--- config.mk ---
export PLATFORM = sky130hd
export DESIGN_NAME = riscv_load_store_unit
export DESIGN_NICKNAME = d
export VERILOG_FILES = /design/src/rtl/riscv_load_store_unit_pkg.sv /design/src/rtl/riscv_load_store_unit_lsu_lane_align.sv /design/src/rtl/riscv_load_store_unit.sv
export SDC_FILE = /design/constraint.sdc
export NUM_CORES = 1
export LEC_CHECK = 0
export BUFFER_PORTS_ARGS = -buffer_cell sky130_fd_sc_hd__buf_2
export CORE_MARGIN = 3
export CORE_UTILIZATION = 45
export DETAILED_ROUTE_END_ITERATION = 10
export HOLD_SLACK_MARGIN = 0.05
export PLACE_DENSITY_LB_ADDON = 0.15
export SLEW_MARGIN = 5
export SYNTH_ARGS = -nofsm -noshare
export SYNTH_HDL_FRONTEND = slang
export SYNTH_SLANG_ARGS = --single-unit
--- constraint.sdc ---
create_clock -name clk -period 2.15 [get_ports clk]
set_clock_uncertainty 0.1 [all_clocks]
set_input_delay 0.1075 -clock clk [delete_from_list [all_inputs] [get_ports clk]]
set_output_delay 0.1075 -clock clk [all_outputs]
set_load 0.005 [all_outputs]
--- src/rtl/riscv_load_store_unit_pkg.sv ---
// Shared definitions for the RV32I load/store unit: funct3 codes, FSM encoding,
// default memory timeout and the request legality check.
package riscv_load_store_unit_pkg;

  localparam logic [2:0] F3_B  = 3'b000;
  localparam logic [2:0] F3_H  = 3'b001;
  localparam logic [2:0] F3_W  = 3'b010;
  localparam logic [2:0] F3_BU = 3'b100;
  localparam logic [2:0] F3_HU = 3'b101;

  localparam int unsigned DEF_MEM_TIMEOUT_CYCLES = 16;

  typedef enum logic [1:0] {
    ST_IDLE   = 2'd0,
    ST_ACCESS = 2'd1,
    ST_RESP   = 2'd2
  } lsu_state_e;

  // Unsigned variants only exist for loads.
  function automatic logic f3_legal(input logic we, input logic [2:0] f3);
    case (f3)
      F3_B, F3_H, F3_W: return 1'b1;
      F3_BU, F3_HU:     return !we;
      default:          return 1'b0;
    endcase
  endfunction

endpackage

--- src/rtl/riscv_load_store_unit_lsu_lane_align.sv ---
// Combinational byte-lane steering: store strobes, replicated store data and
// sign/zero-extended load data for one 32-bit memory word.
module lsu_lane_align
  import riscv_load_store_unit_pkg::*;
(
  input  logic [2:0]  i_funct3,
  input  logic [1:0]  i_addr_lo,
  input  logic [31:0] i_wdata,
  input  logic [31:0] i_rdata,
  output logic [3:0]  o_wstrb,
  output logic [31:0] o_wdata,
  output logic [31:0] o_rdata
);

  logic [7:0]  w_byte;
  logic [15:0] w_half;

  assign w_byte = 8'(i_rdata >> {i_addr_lo, 3'b000});
  assign w_half = 16'(i_rdata >> {i_addr_lo[1], 4'b0000});

  always_comb begin
    o_wstrb = 4'b0000;
    o_wdata = 32'd0;
    o_rdata = 32'd0;
    case (i_funct3)
      F3_B: begin
        o_wstrb = 4'b0001 << i_addr_lo;
        o_wdata = {4{i_wdata[7:0]}};
        o_rdata = {{24{w_byte[7]}}, w_byte};
      end
      F3_BU: o_rdata = {24'd0, w_byte};
      F3_H: begin
        o_wstrb = 4'b0011 << {i_addr_lo[1], 1'b0};
        o_wdata = {2{i_wdata[15:0]}};
        o_rdata = {{16{w_half[15]}}, w_half};
      end
      F3_HU: o_rdata = {16'd0, w_half};
      F3_W: begin
        o_wstrb = 4'b1111;
        o_wdata = i_wdata;
        o_rdata = i_rdata;
      end
      default: ;
    endcase
  end

endmodule

--- src/rtl/riscv_load_store_unit.sv ---
// Data-memory access stage: IDLE -> ACCESS -> RESP with a handshake timeout.
// Define LSU_MISALIGN_TRAP_EN to turn misaligned H/W accesses into error responses.
module riscv_load_store_unit
  import riscv_load_store_unit_pkg::*;
#(
  parameter int unsigned XLEN               = 32,
  parameter int unsigned ADDR_WIDTH         = 32,
  parameter int unsigned MEM_TIMEOUT_CYCLES = DEF_MEM_TIMEOUT_CYCLES
) (
  input  logic                  clk,
  input  logic                  reset,
  input  logic                  req_valid,
  output logic                  req_ready,
  input  logic                  req_we,
  input  logic [2:0]            req_funct3,
  input  logic [ADDR_WIDTH-1:0] req_addr,
  input  logic [XLEN-1:0]       req_wdata,
  input  logic [4:0]            req_rd,
  output logic                  rsp_valid,
  output logic [XLEN-1:0]       rsp_rdata,
  output logic [4:0]            rsp_rd,
  output logic                  rsp_err,
  output logic                  mem_req,
  output logic                  mem_we,
  output logic [ADDR_WIDTH-3:0] mem_addr,
  output logic [3:0]            mem_wstrb,
  output logic [XLEN-1:0]       mem_wdata,
  input  logic                  mem_ack,
  input  logic [XLEN-1:0]       mem_rdata
);

  localparam int unsigned CNT_W = $clog2(MEM_TIMEOUT_CYCLES + 1);

  lsu_state_e       r_state;
  logic [CNT_W-1:0] r_cnt;
  logic             r_we;
  logic [2:0]       r_funct3;
  logic [1:0]       r_addr_lo;
  logic [4:0]       r_rd;

  logic             w_idle;
  logic             w_legal;
  logic             w_misalign;
  logic [2:0]       w_funct3;
  logic [1:0]       w_addr_lo;
  logic [3:0]       w_wstrb;
  logic [XLEN-1:0]  w_wdata_sh;
  logic [XLEN-1:0]  w_rdata_ext;

  assign w_idle    = (r_state == ST_IDLE);
  assign req_ready = w_idle & reset;
  assign w_legal   = f3_legal(req_we, req_funct3);

`ifdef LSU_MISALIGN_TRAP_EN
  assign w_misalign = (((req_funct3 == F3_H) || (req_funct3 == F3_HU)) && req_addr[0]) ||
                      ((req_funct3 == F3_W) && (req_addr[1:0] != 2'b00));
`else
  assign w_misalign = 1'b0;
`endif

  // The aligner steers the incoming store while idle and the latched load afterwards.
  assign w_funct3  = w_idle ? req_funct3    : r_funct3;
  assign w_addr_lo = w_idle ? req_addr[1:0] : r_addr_lo;

  lsu_lane_align u_align (
    .i_funct3  (w_funct3),
    .i_addr_lo (w_addr_lo),
    .i_wdata   (req_wdata),
    .i_rdata   (mem_rdata),
    .o_wstrb   (w_wstrb),
    .o_wdata   (w_wdata_sh),
    .o_rdata   (w_rdata_ext)
  );

  always_ff @(posedge clk or negedge reset) begin
    if (!reset) begin
      r_state   <= ST_IDLE;
      r_cnt     <= '0;
      r_we      <= 1'b0;
      r_funct3  <= 3'b000;
      r_addr_lo <= 2'b00;
      r_rd      <= 5'd0;
      rsp_valid <= 1'b0;
      rsp_rdata <= '0;
      rsp_rd    <= 5'd0;
      rsp_err   <= 1'b0;
      mem_req   <= 1'b0;
      mem_we    <= 1'b0;
      mem_addr  <= '0;
      mem_wstrb <= 4'b0000;
      mem_wdata <= '0;
    end else begin
      rsp_valid <= 1'b0;
      case (r_state)
        ST_IDLE: begin
          if (req_valid) begin
            r_we      <= req_we;
            r_funct3  <= req_funct3;
            r_addr_lo <= req_addr[1:0];
            r_rd      <= req_rd;
            if (!w_legal || w_misalign) begin
              r_state   <= ST_RESP;
              rsp_valid <= 1'b1;
              rsp_err   <= 1'b1;
              rsp_rdata <= '0;
              rsp_rd    <= req_rd;
            end else begin
              r_state   <= ST_ACCESS;
              r_cnt     <= '0;
              mem_req   <= 1'b1;
              mem_we    <= req_we;
              mem_addr  <= req_addr[ADDR_WIDTH-1:2];
              mem_wstrb <= req_we ? w_wstrb : 4'b0000;
              mem_wdata <= req_we ? w_wdata_sh : '0;
            end
          end
        end
        ST_ACCESS: begin
          // An ack on the final timeout cycle still completes the access.
          if (mem_ack || (r_cnt == CNT_W'(MEM_TIMEOUT_CYCLES - 1))) begin
            r_state   <= ST_RESP;
            rsp_valid <= 1'b1;
            rsp_err   <= !mem_ack;
            rsp_rdata <= (mem_ack && !r_we) ? w_rdata_ext : '0;
            rsp_rd    <= r_rd;
            mem_req   <= 1'b0;
            mem_we    <= 1'b0;
            mem_wstrb <= 4'b0000;
            mem_wdata <= '0;
          end else begin
            r_cnt <= r_cnt + CNT_W'(1);
          end
        end
        ST_RESP: r_state <= ST_IDLE;
        default: r_state <= ST_IDLE;
      endcase
    end
  end

endmodule

==> results.yml <==
run_status:
  status: "finished with violations"
  violations: "negative setup slack"
worst_hold_path:
  hp-class: "primary input to register"
  hold_depth: 4
power_and_ir_drop:
  power_density_mw_per_mm2: 1070
  peakVddDrop_v: 0.000701
  p_leak_nw: 4.68
  finalPower_w: 0.0101
die:
  start_util: 0.467
  std_cell_rows: 40
  floorplan.io_pins: 217
  die_h_um: 119
  core_mm2: 0.0122
  fp.dieArea_mm2: 0.0141
  die_x_um: 119
yosys:
  syn_nets: 621
  ys_warn_count: 0
  yosys.area_share.adder: 0.00438
  ys_seq_area_frac: 0.548
  synthCells: 510
  synth-simple-area-share: 0.105
  synthFlopType: "dfrtp_1"
  syn_area_per_cell_um2: 11.2
  yosys_register_bits: 125
  synth_top_family_by_area: "compound AO/OA/AOI/OAI gates"
  syn_area_mm2: 0.00571
  yosys.cell_types.count: 54
  synth_compound_area_frac: 0.181
  synthArstFlopShare: 1.00
  synth_xor_xnor_area_share: 0.00460
  synth_mux_area_frac: 0.122
  synth_edf_count: 0
cells_and_area:
  layout-drive-gt1-share: 0.433
  fin_area_mm2: 0.00938
  fillers: 825
  post-route-util: 0.768
  final_cell_mix: "buf_2, dfrtp_1, dlygate4sd3_1"
  finalNonFillerCells: 1069
  final_nets: 999
  antenna_cells: 0
  syn_to_final_growth_pct: 64.3
  final_common_cell: "buf_2"
timing:
  layout_setup_ws_ps: -183
  timing.final.crit_share: 1.09
  slew_headroom: 0.479
  max_freq_ghz: 0.429
  rsz0062_at_grt: "yes"
  finalSetupViolCount: 30
  fin_crit_ps: 2330
  finalHoldViolations: 0
  slew_violations: 0
  worst_pin_slew_ps: 777
clock_tree:
  cts.htree.levels: 4
  cts_buffer_depth: 2
  cts_root_buf: "clkbuf_16"
  numCtsBuffers: 17
  clkLatencyLatePin_ps: 410
  clk_pin_slew_ps: 50
  clock-sinks: 125
  cts_tree: "yes"
drt:
  drt_iter0_drc: 544
  via_per_inst: 5.51
  wl_met2_mm: 9.95
  vias: 5886
  routed-wl-met3_mm: 1.57
  wl_per_cell_um: 18.7
  ant_nets: 0
  drc: 0
  top_layer: "met4"
  firstDrtPassIters: 5
  drt_wl_total_mm: 20.0
  wl_met1_mm: 7.77
placement:
  dpl_cell_area_mm2: 0.00726
  numPortBuffers: 216
  place_congestion: 0.883
  dp_hpwl_mm: 12.4
  place_inst: 907
  pre_cts_slack_ps: -247
grt:
  antenna_found_initial: 0
  grt_pass1_vias: 5995
  grt_max_degree: 65
  overflow: 0
  grt_use_total: 0.273
  grt_pass1_wl_mm: 30.6
worst_setup_path:
  cp.required_ps: 2330
  crit_path_end_kind: "register"
  crit_type: "register to register"
  critPathLaunchType: "register"
  worst-r2r-cell-count: 8
  cp_max_fo: 4
  critPathArrivalTime_ps: 2520
job:
  maxCapViolations: 0
[repair_timing]
item | 4_1_cts | 5_1_grt
hold endpoints to repair | 236 | 0
setup endpoints to repair | 32 | 54
gates resized for setup | 12 | 52
gates cloned | 0 | 3
pin swaps | 2 | 20
buffers inserted | 0 | 20
hold buffers | 109 | 0
[final timing paths]
path / startpoint / end / slack [ps]
worst max register to register: r_state[0] / rsp_rdata[1] / -180
worst min-delay path: req_valid / r_we / 100
max in group asynchronous: reset / rsp_rdata[24] / 430
min in group asynchronous: reset / r_funct3[2] / 510
worst min register to register: mem_wstrb[3] / mem_wstrb[3] / 370
worst max-delay path: r_state[0] / rsp_rdata[1] / -180
[cells in the mapped netlist, types with 8 or more instances]
cell type / n / area (um^2)
dfrtp_1: 125 / 3130
nand2_1: 83 / 312
o21ai_0: 40 / 200
mux2_2: 35 / 394
mux2i_1: 20 / 200
a221o_1: 19 / 190
nor2_1: 17 / 63.8
a22o_1: 15 / 131
a22oi_1: 15 / 113
buf_2: 15 / 75.1
clkbuf_1: 15 / 56.3
inv_1: 9 / 33.8
a21oi_1: 8 / 40.0
a222oi_1: 8 / 80.1
[worst max-delay path: stages (launching register included)]
cell,delay [ps]
dfrtp_1,390
buf_4,160
buf_4,140
o21ai_4,120
a21boi_4,240
buf_6,150
mux4_2,490
a222oi_1,350
inv_1,70
[metrics by stage]
step / setup TNS [ps] / hold slack (ps)
finish: -2070 / 97.1
global route: -4410 / 122
CTS: 0 / 76.9
detailed placement: -5120 / -72.6
global placement: -3170 / -79.8
floorplan: -39.0 / -288
[state kept, by name (all words and copies together), names as in the netlist, 3 cells and up]
| register | count |
|---|---|
| mem_addr | 30 |
| mem_wdata | 32 |
| mem_wstrb | 4 |
| r_cnt | 5 |
| r_funct3 | 3 |
| r_rd | 5 |
| rsp_rd | 5 |
| rsp_rdata | 32 |
[final cells by class]
cell class,count,area [um^2],area share
Tap cell,168,210,0.0224
Clock buffer,26,509,0.0543
Inverter,9,33.8,0.00360
Clock inverter,6,57.6,0.00614
Timing Repair Buffer,391,2800,0.298
Multi-Input combinational cell,344,2640,0.282
Sequential cell,125,3130,0.334
[per-layer routing]
metal,vias to the layer above,track usage
met1,2828,0.329
met3,67,0.0732
met2,340,0.455
met4,0,0.126
met5,-,0
li1,2651,-
[report_power, final]
part / leakage, nW / internal [W] / total, W / switching (W)
clock: 0.280 / 0.00173 / 0.00272 / 0.000981
combinational: 2.79 / 0.00199 / 0.00380 / 0.00182
sequential: 1.61 / 0.00310 / 0.00354 / 0.000439
total: 4.68 / 0.00683 / 0.0101 / 0.00324
[cells by family after synthesis]
family	Yosys count
mux	61
compound gates	140
simple gates	136
xor+xnor	3
flops	125
fa+ha+maj	2
buf+inv	43
Power figures use the tool's default switching activity.
